**config.mk**
```make
export PLATFORM = sky130hd
export DESIGN_NAME = wb_write_queue
export DESIGN_NICKNAME = d
export VERILOG_FILES = /design/src/rtl/wbq_pkg.sv /design/src/rtl/wbq_fifo.sv /design/src/rtl/wb_write_queue.sv
export SDC_FILE = /design/constraint.sdc
export NUM_CORES = 1
export LEC_CHECK = 0
export CORE_MARGIN = 2
export CORE_UTILIZATION = 57
export DETAILED_ROUTE_END_ITERATION = 7
export PLACE_DENSITY = 0.81
export SYNTH_ARGS = -nofsm -noshare
export SYNTH_HDL_FRONTEND = slang
export SYNTH_SLANG_ARGS = --single-unit
```
**constraint.sdc**
```tcl
create_clock -name clk -period 5 [get_ports clk]
set_input_delay 0.5 -clock clk [delete_from_list [all_inputs] [get_ports clk]]
set_output_delay 0.5 -clock clk [all_outputs]
set_load 0.1 [all_outputs]
```
**src/rtl/wbq_pkg.sv**
```systemverilog
// -----------------------------------------------------------------------------
// wbq_pkg
// Shared widths and the FIFO entry type for the writeback write queue.
//   XLEN        : register data width
//   REG_AW      : register address width
//   wbq_entry_t : one queued long-latency result {rd, wd}
// Optional feature macro used by this slice: WBQ_BYPASS_EN (see wb_write_queue).
// -----------------------------------------------------------------------------
package wbq_pkg;

  localparam int XLEN   = 32;
  localparam int REG_AW = 5;

  typedef struct packed {
    logic [REG_AW-1:0] rd;
    logic [XLEN-1:0]   wd;
  } wbq_entry_t;

endpackage

```
**src/rtl/wbq_fifo.sv**
```systemverilog
// -----------------------------------------------------------------------------
// wbq_fifo
// DEPTH-entry circular buffer holding long-latency results until the
// register-file write port has a free slot.
// Ports:
//   clk, rst        : clock, asynchronous active-low reset
//   push, push_entry: enqueue (caller guarantees !full)
//   pop             : dequeue head (caller guarantees !empty)
//   head            : current oldest entry
//   count/full/empty: occupancy status (registered)
//   age_entries/age_valid (only with WBQ_BYPASS_EN): entries ordered oldest
//                    (index 0) to youngest, with a per-slot valid mask, for the
//                    bypass search in the top level.
// -----------------------------------------------------------------------------
module wbq_fifo
  import wbq_pkg::*;
#(
  parameter int DEPTH = 4
) (
  input  logic                         clk,
  input  logic                         rst,
  input  logic                         push,
  input  wbq_entry_t                   push_entry,
  input  logic                         pop,
  output wbq_entry_t                   head,
  output logic [$clog2(DEPTH+1)-1:0]   count,
  output logic                         full,
  output logic                         empty
`ifdef WBQ_BYPASS_EN
  ,
  output wbq_entry_t [DEPTH-1:0]       age_entries,
  output logic       [DEPTH-1:0]       age_valid
`endif
);

  localparam int PTR_W = $clog2(DEPTH);
  localparam int CNT_W = $clog2(DEPTH+1);

  wbq_entry_t       mem [DEPTH];
  logic [PTR_W-1:0] wr_ptr_reg;
  logic [PTR_W-1:0] rd_ptr_reg;
  logic [CNT_W-1:0] count_reg;

  // Storage needs no reset: validity is tracked by the pointers and count.
  always_ff @(posedge clk) begin
    if (push) begin
      mem[wr_ptr_reg] <= push_entry;
    end
  end

  // DEPTH is a power of two, so pointers wrap by natural overflow.
  always_ff @(posedge clk or negedge rst) begin
    if (!rst) begin
      wr_ptr_reg <= '0;
      rd_ptr_reg <= '0;
      count_reg  <= '0;
    end else begin
      if (push) wr_ptr_reg <= wr_ptr_reg + PTR_W'(1);
      if (pop)  rd_ptr_reg <= rd_ptr_reg + PTR_W'(1);
      case ({push, pop})
        2'b10:   count_reg <= count_reg + CNT_W'(1);
        2'b01:   count_reg <= count_reg - CNT_W'(1);
        default: count_reg <= count_reg;
      endcase
    end
  end

  assign head  = mem[rd_ptr_reg];
  assign count = count_reg;
  assign full  = (count_reg == CNT_W'(DEPTH));
  assign empty = (count_reg == '0);

`ifdef WBQ_BYPASS_EN
  // Age-ordered view: slot gi is the gi-th oldest entry.
  genvar gi;
  generate
    for (gi = 0; gi < DEPTH; gi++) begin : g_age
      logic [PTR_W-1:0] slot;
      assign slot            = rd_ptr_reg + PTR_W'(gi);
      assign age_entries[gi] = mem[slot];
      assign age_valid[gi]   = (CNT_W'(gi) < count_reg);
    end
  endgenerate
`endif

endmodule

```
**src/rtl/wb_write_queue.sv**
```systemverilog
// -----------------------------------------------------------------------------
// wb_write_queue
// Sole writer of the register-file write port (WE3/A3/WD3). Merges the
// in-order pipeline writeback (no backpressure, highest priority) with a
// long-latency result stream (valid/ready) that is buffered in a FIFO and
// drained in idle writeback slots. Writes to x0 are discarded from both
// sources. A starvation counter raises a one-cycle pipe_stall so the FIFO
// head is guaranteed a slot.
// Ports:
//   clk, rst                 : clock, asynchronous active-low reset
//   pipe_we/pipe_rd/pipe_wd  : pipeline writeback request
//   mc_valid/mc_ready        : long-latency handshake (mc_ready = !q_full)
//   mc_rd/mc_wd              : long-latency destination and result
//   pipe_stall               : upstream must hold pipe_we=0 next cycle
//   WE3/A3/WD3               : registered register-file write port
//   q_count/q_full/q_empty   : FIFO status
// Optional (macro WBQ_BYPASS_EN):
//   byp_a1/byp_a2            : lookup addresses
//   byp1_hit/byp2_hit        : some queued entry targets that address
//   byp1_data/byp2_data      : data of the youngest matching entry
// -----------------------------------------------------------------------------
module wb_write_queue
  import wbq_pkg::*;
#(
  parameter int DEPTH      = 4,
  parameter int STARVE_MAX = 8
) (
  input  logic                         clk,
  input  logic                         rst,
  input  logic                         pipe_we,
  input  logic [REG_AW-1:0]            pipe_rd,
  input  logic [XLEN-1:0]              pipe_wd,
  input  logic                         mc_valid,
  output logic                         mc_ready,
  input  logic [REG_AW-1:0]            mc_rd,
  input  logic [XLEN-1:0]              mc_wd,
  output logic                         pipe_stall,
  output logic                         WE3,
  output logic [REG_AW-1:0]            A3,
  output logic [XLEN-1:0]              WD3,
  output logic [$clog2(DEPTH+1)-1:0]   q_count,
  output logic                         q_full,
  output logic                         q_empty
`ifdef WBQ_BYPASS_EN
  ,
  input  logic [REG_AW-1:0]            byp_a1,
  input  logic [REG_AW-1:0]            byp_a2,
  output logic                         byp1_hit,
  output logic                         byp2_hit,
  output logic [XLEN-1:0]              byp1_data,
  output logic [XLEN-1:0]              byp2_data
`endif
);

  localparam int SW = $clog2(STARVE_MAX+1);

  logic       pipe_win;
  logic       push;
  logic       pop;
  wbq_entry_t push_entry;
  wbq_entry_t head;
  logic [SW-1:0] starve_cnt_reg;

`ifdef WBQ_BYPASS_EN
  wbq_entry_t [DEPTH-1:0] age_entries;
  logic       [DEPTH-1:0] age_valid;
`endif

  // Ready comes from the registered count only: a pop in the same cycle
  // never opens a slot for a push.
  assign mc_ready   = !q_full;
  // x0 results complete the handshake but are never stored.
  assign push       = mc_valid && mc_ready && (mc_rd != '0);
  assign push_entry = '{rd: mc_rd, wd: mc_wd};

  // A pipeline write to x0 is a free slot the FIFO may use. q_empty is
  // registered, so an entry pushed into an empty FIFO pops next cycle at
  // the earliest.
  assign pipe_win = pipe_we && (pipe_rd != '0);
  assign pop      = !pipe_win && !q_empty;

  wbq_fifo #(.DEPTH(DEPTH)) u_fifo (
    .clk        (clk),
    .rst        (rst),
    .push       (push),
    .push_entry (push_entry),
    .pop        (pop),
    .head       (head),
    .count      (q_count),
    .full       (q_full),
    .empty      (q_empty)
`ifdef WBQ_BYPASS_EN
    ,
    .age_entries(age_entries),
    .age_valid  (age_valid)
`endif
  );

  always_ff @(posedge clk or negedge rst) begin
    if (!rst) begin
      WE3            <= 1'b0;
      A3             <= '0;
      WD3            <= '0;
      pipe_stall     <= 1'b0;
      starve_cnt_reg <= '0;
    end else begin
      WE3 <= pipe_win || pop;
      // With no writer, A3/WD3 keep their last value.
      if (pipe_win) begin
        A3  <= pipe_rd;
        WD3 <= pipe_wd;
      end else if (pop) begin
        A3  <= head.rd;
        WD3 <= head.wd;
      end

      // The cycle that would bring the count to STARVE_MAX raises the
      // stall pulse instead and restarts the count.
      if (q_empty || pop) begin
        starve_cnt_reg <= '0;
        pipe_stall     <= 1'b0;
      end else if (starve_cnt_reg == SW'(STARVE_MAX-1)) begin
        starve_cnt_reg <= '0;
        pipe_stall     <= 1'b1;
      end else begin
        starve_cnt_reg <= starve_cnt_reg + SW'(1);
        pipe_stall     <= 1'b0;
      end
    end
  end

`ifdef WBQ_BYPASS_EN
  // Scan oldest to youngest so the last match (youngest) wins.
  always_comb begin
    byp1_hit  = 1'b0;
    byp2_hit  = 1'b0;
    byp1_data = '0;
    byp2_data = '0;
    for (int k = 0; k < DEPTH; k++) begin
      if (age_valid[k] && (byp_a1 != '0) && (age_entries[k].rd == byp_a1)) begin
        byp1_hit  = 1'b1;
        byp1_data = age_entries[k].wd;
      end
      if (age_valid[k] && (byp_a2 != '0) && (age_entries[k].rd == byp_a2)) begin
        byp2_hit  = 1'b1;
        byp2_data = age_entries[k].wd;
      end
    end
  end
`endif

`ifndef SYNTHESIS
  // Upstream must honour the stall pulse; if it does not, the pipeline
  // still wins the port and this flags the protocol breach.
  a_stall_honoured: assert property (@(posedge clk) disable iff (!rst)
    pipe_stall |-> !pipe_we);
`endif

endmodule
```
# == Word level (Yosys, flattened, before mapping) ==
# Memories as Yosys holds them, arrays and structs flattened.
# Cells that the tools add are included.
# totals
regBits,50
ram_bits,148
output_inout_bits,45
elab_cells,43
n_memories,1
# op_classes
n_addsub,5
n_eq_ne,4
mux,11
n_reduce_logical,14
# memory_table
memory,depth,word_bits,rd,rd_clocked_by_memory_dff,write_ports,line,text
u_fifo.mem,4,37,1,0,1,wbq_fifo.sv:39,wbq_entry_t mem [DEPTH];
# ops
operator,n
$mux 32,2
$mux 5,2
$reduce_bool 5->1,2
$mux 4,2
$pmux 3 s2,1
$add 2x1->2 const B,2
$add 4x1->4 const B,1
$eq 4x3->1 const B,1
$logic_and 1x1->1,4
$mux 1,4
$reduce_bool 2->1,2
$add 3x1->3 const B,1
$eq 3x3->1 const B,1
$logic_not 1->1,3
$logic_not 3->1,1
$sub 3x1->3 const B,1
$eq 2x1->1 const B,1
$eq 2x2->1 const B,1
$logic_or 1x1->1,2

# == Longest topological paths before layout ==
# logic_depth
ltp_word,6
mapped_depth,10
mapped_depth_nobuf,10

# == Modules after synthesis ==
# From an unflattened synthesis, not the netlist that was laid out.
# unflattened
cells_unflattened,381
area_unflattened_um2,7818.7
# modules_own_cells
module,n_inst,cells_per_inst,area_each_um2
wbq_fifo,1,230,5728.0
wb_write_queue,1,151,2090.8

# == Worst setup path before layout ==
# OpenSTA, ideal clock, no wires.
# synth_path
kind,register to register
start,"reg u_fifo.count_reg[0], in the netlist u_fifo.count[0]"
end,"mem u_fifo.mem[0][0] (netlist name), enable pin"
arrival_time_ps,3337
required_ps,4602
setup_slack_ps,1265
stages_incl_launch_ff,5
n_path_buf,0
synth_period_minus_slack_ps,3735
cell_sequence,dfrtp_1 > inv_1 > nand3_1 > o311a_1 > and2_1
# synth_between
elab_chain_len,6
# synth_lines
item,line,text
from (decl),wbq_fifo.sv:42,logic [CNT_W-1:0] count_reg;
from (signal assigned),wbq_fifo.sv:61,2'b10: count_reg <= count_reg + CNT_W'(1);
from (signal assigned),wbq_fifo.sv:62,2'b01: count_reg <= count_reg - CNT_W'(1);
from (signal assigned),wbq_fifo.sv:63,default: count_reg <= count_reg;
$eq 3x3->1,wbq_fifo.sv:70,assign full = (count_reg == CNT_W'(DEPTH));
$logic_not 1->1,wb_write_queue.sv:71,assign mc_ready = !q_full;
net mc_ready,wb_write_queue.sv:34,"output logic mc_ready,"
$logic_and 1x1->1 (2 in a row),wb_write_queue.sv:73,assign push = mc_valid && mc_ready && (mc_rd != '0);
$mux 1,wbq_fifo.sv:46,if (push) begin
$mux 1 (not written as such),wbq_fifo.sv:47,mem[wr_ptr_reg] <= push_entry;
to (decl),wbq_fifo.sv:39,
# The timed path passes the listed nets, and every way through them passes these cells.

# == Worst setup path in the final report ==
# layout_path
start,"reg u_fifo.count_reg[0], in the netlist u_fifo.count[0]"
end,out q_empty
# layout_between
elab_chain_len,1
# layout_lines
item,line,text
$logic_not 3->1,wbq_fifo.sv:71,assign empty = (count_reg == '0);
to (decl),wb_write_queue.sv:43,output logic q_empty
# Every way passes these cells.

==> metrics.txt <==
Total Routing Usage GR=23.32%; Final nets=659; Setup Buffers After CTS=0; GR Util met1=around 28%; synthesized cell area=7755 sq um; simple-gate area share of the yosys netlist=5.211%; vias in the first global route=4,794; Final Hold Vio Count=0; Synth area leaders=edfxtp_1, dfrtp_1, mux4_2, a21oi_1, a21oi_2; Critical Path AT=~2.7 ns; GR Overflow Total=0; DR WL/cell=approximately 21 microns; clk root buf=clkbuf_16; I/O Pins=123; XOR/XNOR share of the synthesized area=less than 1%; largest net degree at the start of global routing=between 50 and 60; Core Rows=42; post-synthesis mux area share=between 10 and 15%; synth unique cells=31; Slew Viols, Final=0; kind of critical path=reg2out; CP Launch Type=flop; drt drc=0; clk_lat worst skew=0.42 ns; Layout fillers=approximately 860; period utilization=a little over three fifths; slack of the critical path=about 1.8 ns; CTS Buffer Depth=2; max reg flops=roughly 150; total die area=about 15,000 sq um; met3 usage=4.104%; CTS resizes=0; busiest grt layer=met2; Routed WL=15,730 microns; pwr dens=around 650 nW/um^2; yosys warns=0; total CTS buffers=17; detailed placer's ending HPWL=between 9000 and 10,000 microns; Largest regs=u_fifo.mem: 148 flops, WD3: 32 flops, A3: 5 flops; CTS tree=done; share of cells above drive strength 1=about 17%; max_slew headroom=a little under a fifth; DIE WIDTH=about 120 microns; Clock transition at path regs=about 0.060 ns; Detail Route Antenna Nets=0; clock sink total=slightly below 200; largest family of logic cells by synthesized area=multiplexers; Worst IR Drop VDD=407.4 uV; CP max-delay cell=or3_2; delay-heaviest family, CP=buffers and inverters; Final Cell Area=9676 sq um; htree depth=4; Worst-Margin Slew=1.224 ns; P&R area growth vs syn=24.77%; leading area contributor after synthesis=edfxtp_1; run status=completed; syn_nets=540; Post-synth EDFFs=148; most common flop cell mapped by yosys=edfxtp_1; post-synthesis sequential area ratio=between 70% and 80%; Cells after Synth=~460; Fin Setup TNS=0 ns; height of the die=120.6 microns; CP Data Required Time=between 4 and 5 ns; hold crit path type=in2async; Async SR Flop Fraction=about a quarter; DR iter-0 viols=323; syn avg cell area=around 17 sq um; RSZ-0062 raised after global routing=false; Placement Setup Slack=~1.5 ns; DR vias/cell=5.753; initial core utilization=58.56%; fmax=317.2 MHz; number of port buffers=approximately 120; largest register by flop count=u_fifo.mem; first-pass GRT wire length=approximately 25,000 microns; Worst path max stage delay=slightly below 0.9 ns; share of the synthesized area in the top cell type=between 50% and 60%; fin crit period=~3.2 ns; MaxCap Viol Count=0; vias=roughly 4,400; compound-gate portion of the synthesized area=under 10%; GP Congestion=between 0.6 and 0.7; DR pass1 iterations=5; worst path bufs/invs=2; CP endpoint kind=output pin; Seq cells post-synth=198; Core ar.=around 13,000 sq um; critical path peak fanout=41; leakage=0.003468 uW; Post-Synth Adder-Cell Area=approximately 1.2%; antenna violations before repair=1; clock skew=around 0.0081 ns; # setup viols final=0; total power=6335 uW; dpl cell area=9081 sq um; met2 usage=40.47%; crit-path cells=or3_2, inv_2, buf_4; hold_buf cts=0
==> cell usage after synthesis (3+ instances only) <==
library cell,instances
nor2_1,37
xnor2_1,4
xor2_1,3
buf_6,3
buf_2,13
nor3_1,3
edfxtp_1,148
ha_1,6
nand2_1,39
a21oi_1,53
nand3_1,5
mux4_2,37
a21oi_2,18
inv_1,7
and2_1,4
dfrtp_1,50
clkbuf_1,7
==> area by class of cell <==
class | count | area [sq um] | area share [%]
multi-input combinational | 224 | 1897 | 19.60
timing repair buffer | 125 | 1236 | 12.78
sequential | 198 | 5698 | 58.89
tap | 176 | 220.2 | 2.276
inverter | 8 | 30.03 | 0.3104
clock buffer | 25 | 528.0 | 5.457
clock inverter | 7 | 63.81 | 0.6595
antenna | 1 | 2.502 | 0.02586
==> report_power, final <==
part | switching [uW] | total, uW | leakage, uW | internal [uW]
Clock | 561 | 1350 | 0.000294 | 784
Sequential | 270 | 2470 | 0.00193 | 2200
Combinational | 1730 | 2520 | 0.00124 | 793
==> logic make-up (layout without fill, tap and decap cells) <==
| family | Yosys count | after routing |
|---|---|---|
| AOI/OAI and AO/OA | 76 | 76 |
| xor gates and xnor gates | 7 | 7 |
| DFF | 198 | 198 |
| buffers and inverters | 33 | 165 |
| other | 0 | 1 |
| adders and majority gates | 7 | 7 |
| muxes | 39 | 39 |
| and+or+nand+nor | 95 | 95 |
==> worst paths after layout <==
kind | start | to | slack [ns] | cells past startpoint
max | u_fifo.count[0]$_DFFE_PN0P_ | q_empty | 1.85 | 3
min | rst | WD3[2]$_DFFE_PN0P_ | 0.21 | 2
max reg2reg | u_fifo.count[2]$_DFFE_PN0P_ | u_fifo.count[2]$_DFFE_PN0P_ | 2.07 | 9
min reg2reg | u_fifo.count[0]$_DFFE_PN0P_ | u_fifo.count[0]$_DFFE_PN0P_ | 0.52 | 1
max in group asynchronous | rst | u_fifo.rd_ptr_reg[0]$_DFFE_PN0P_ | 4.30 | 2
min in group clk | u_fifo.count[0]$_DFFE_PN0P_ | u_fifo.count[0]$_DFFE_PN0P_ | 0.52 | 1
==> cells in the final DEF (no fill, tap or decap), drive strengths merged, types with 2 or more instances in the layout <==
cell type / synthesis / final
and3: 2 / 2
nand2: 39 / 39
nor3: 3 / 3
or3: 2 / 2
a21oi: 71 / 71
clkdlybuf4s50: 0 / 120
a32oi: 2 / 2
ha: 6 / 6
and2: 4 / 4
buf: 18 / 5
edfxtp: 148 / 148
nor2: 38 / 38
xor2: 3 / 3
dfrtp: 50 / 50
clkbuf: 7 / 25
xnor2: 4 / 4
inv: 7 / 9
nand3: 5 / 5
clkinv: 1 / 4
mux4: 37 / 37
==> per-stage QoR <==
| step | instances | hold WS [ns] | util, % |
|---|---|---|---|
| global placement | 731 | 0.4581 | 68.58 |
| global route | 764 | 0.2579 | 73.06 |
| floorplan | 455 | 0.2044 | - |
| CTS | 763 | 0.2258 | 73.04 |
| finish | 764 | 0.2102 | 73.06 |
| detailed placement | 731 | 0.4808 | 68.58 |
==> metal layers <==
layer / vias up / part of all wire [%]
met2: 172 / 54
met3: 33 / 4.4
li1: 1963 / -
met4: 0 / 2.7
met5: - / 0
met1: 2227 / 39
==> worst reg2reg max path: cells and delay by family (launching register included) <==
kind	cells	cell delay (ns)
xor+xnor	2	0.30
fa+ha+maj	2	0.58
flops	1	0.40
buf+inv	2	0.51
simple gates	3	1.07
(Power assumes the default switching activity.)
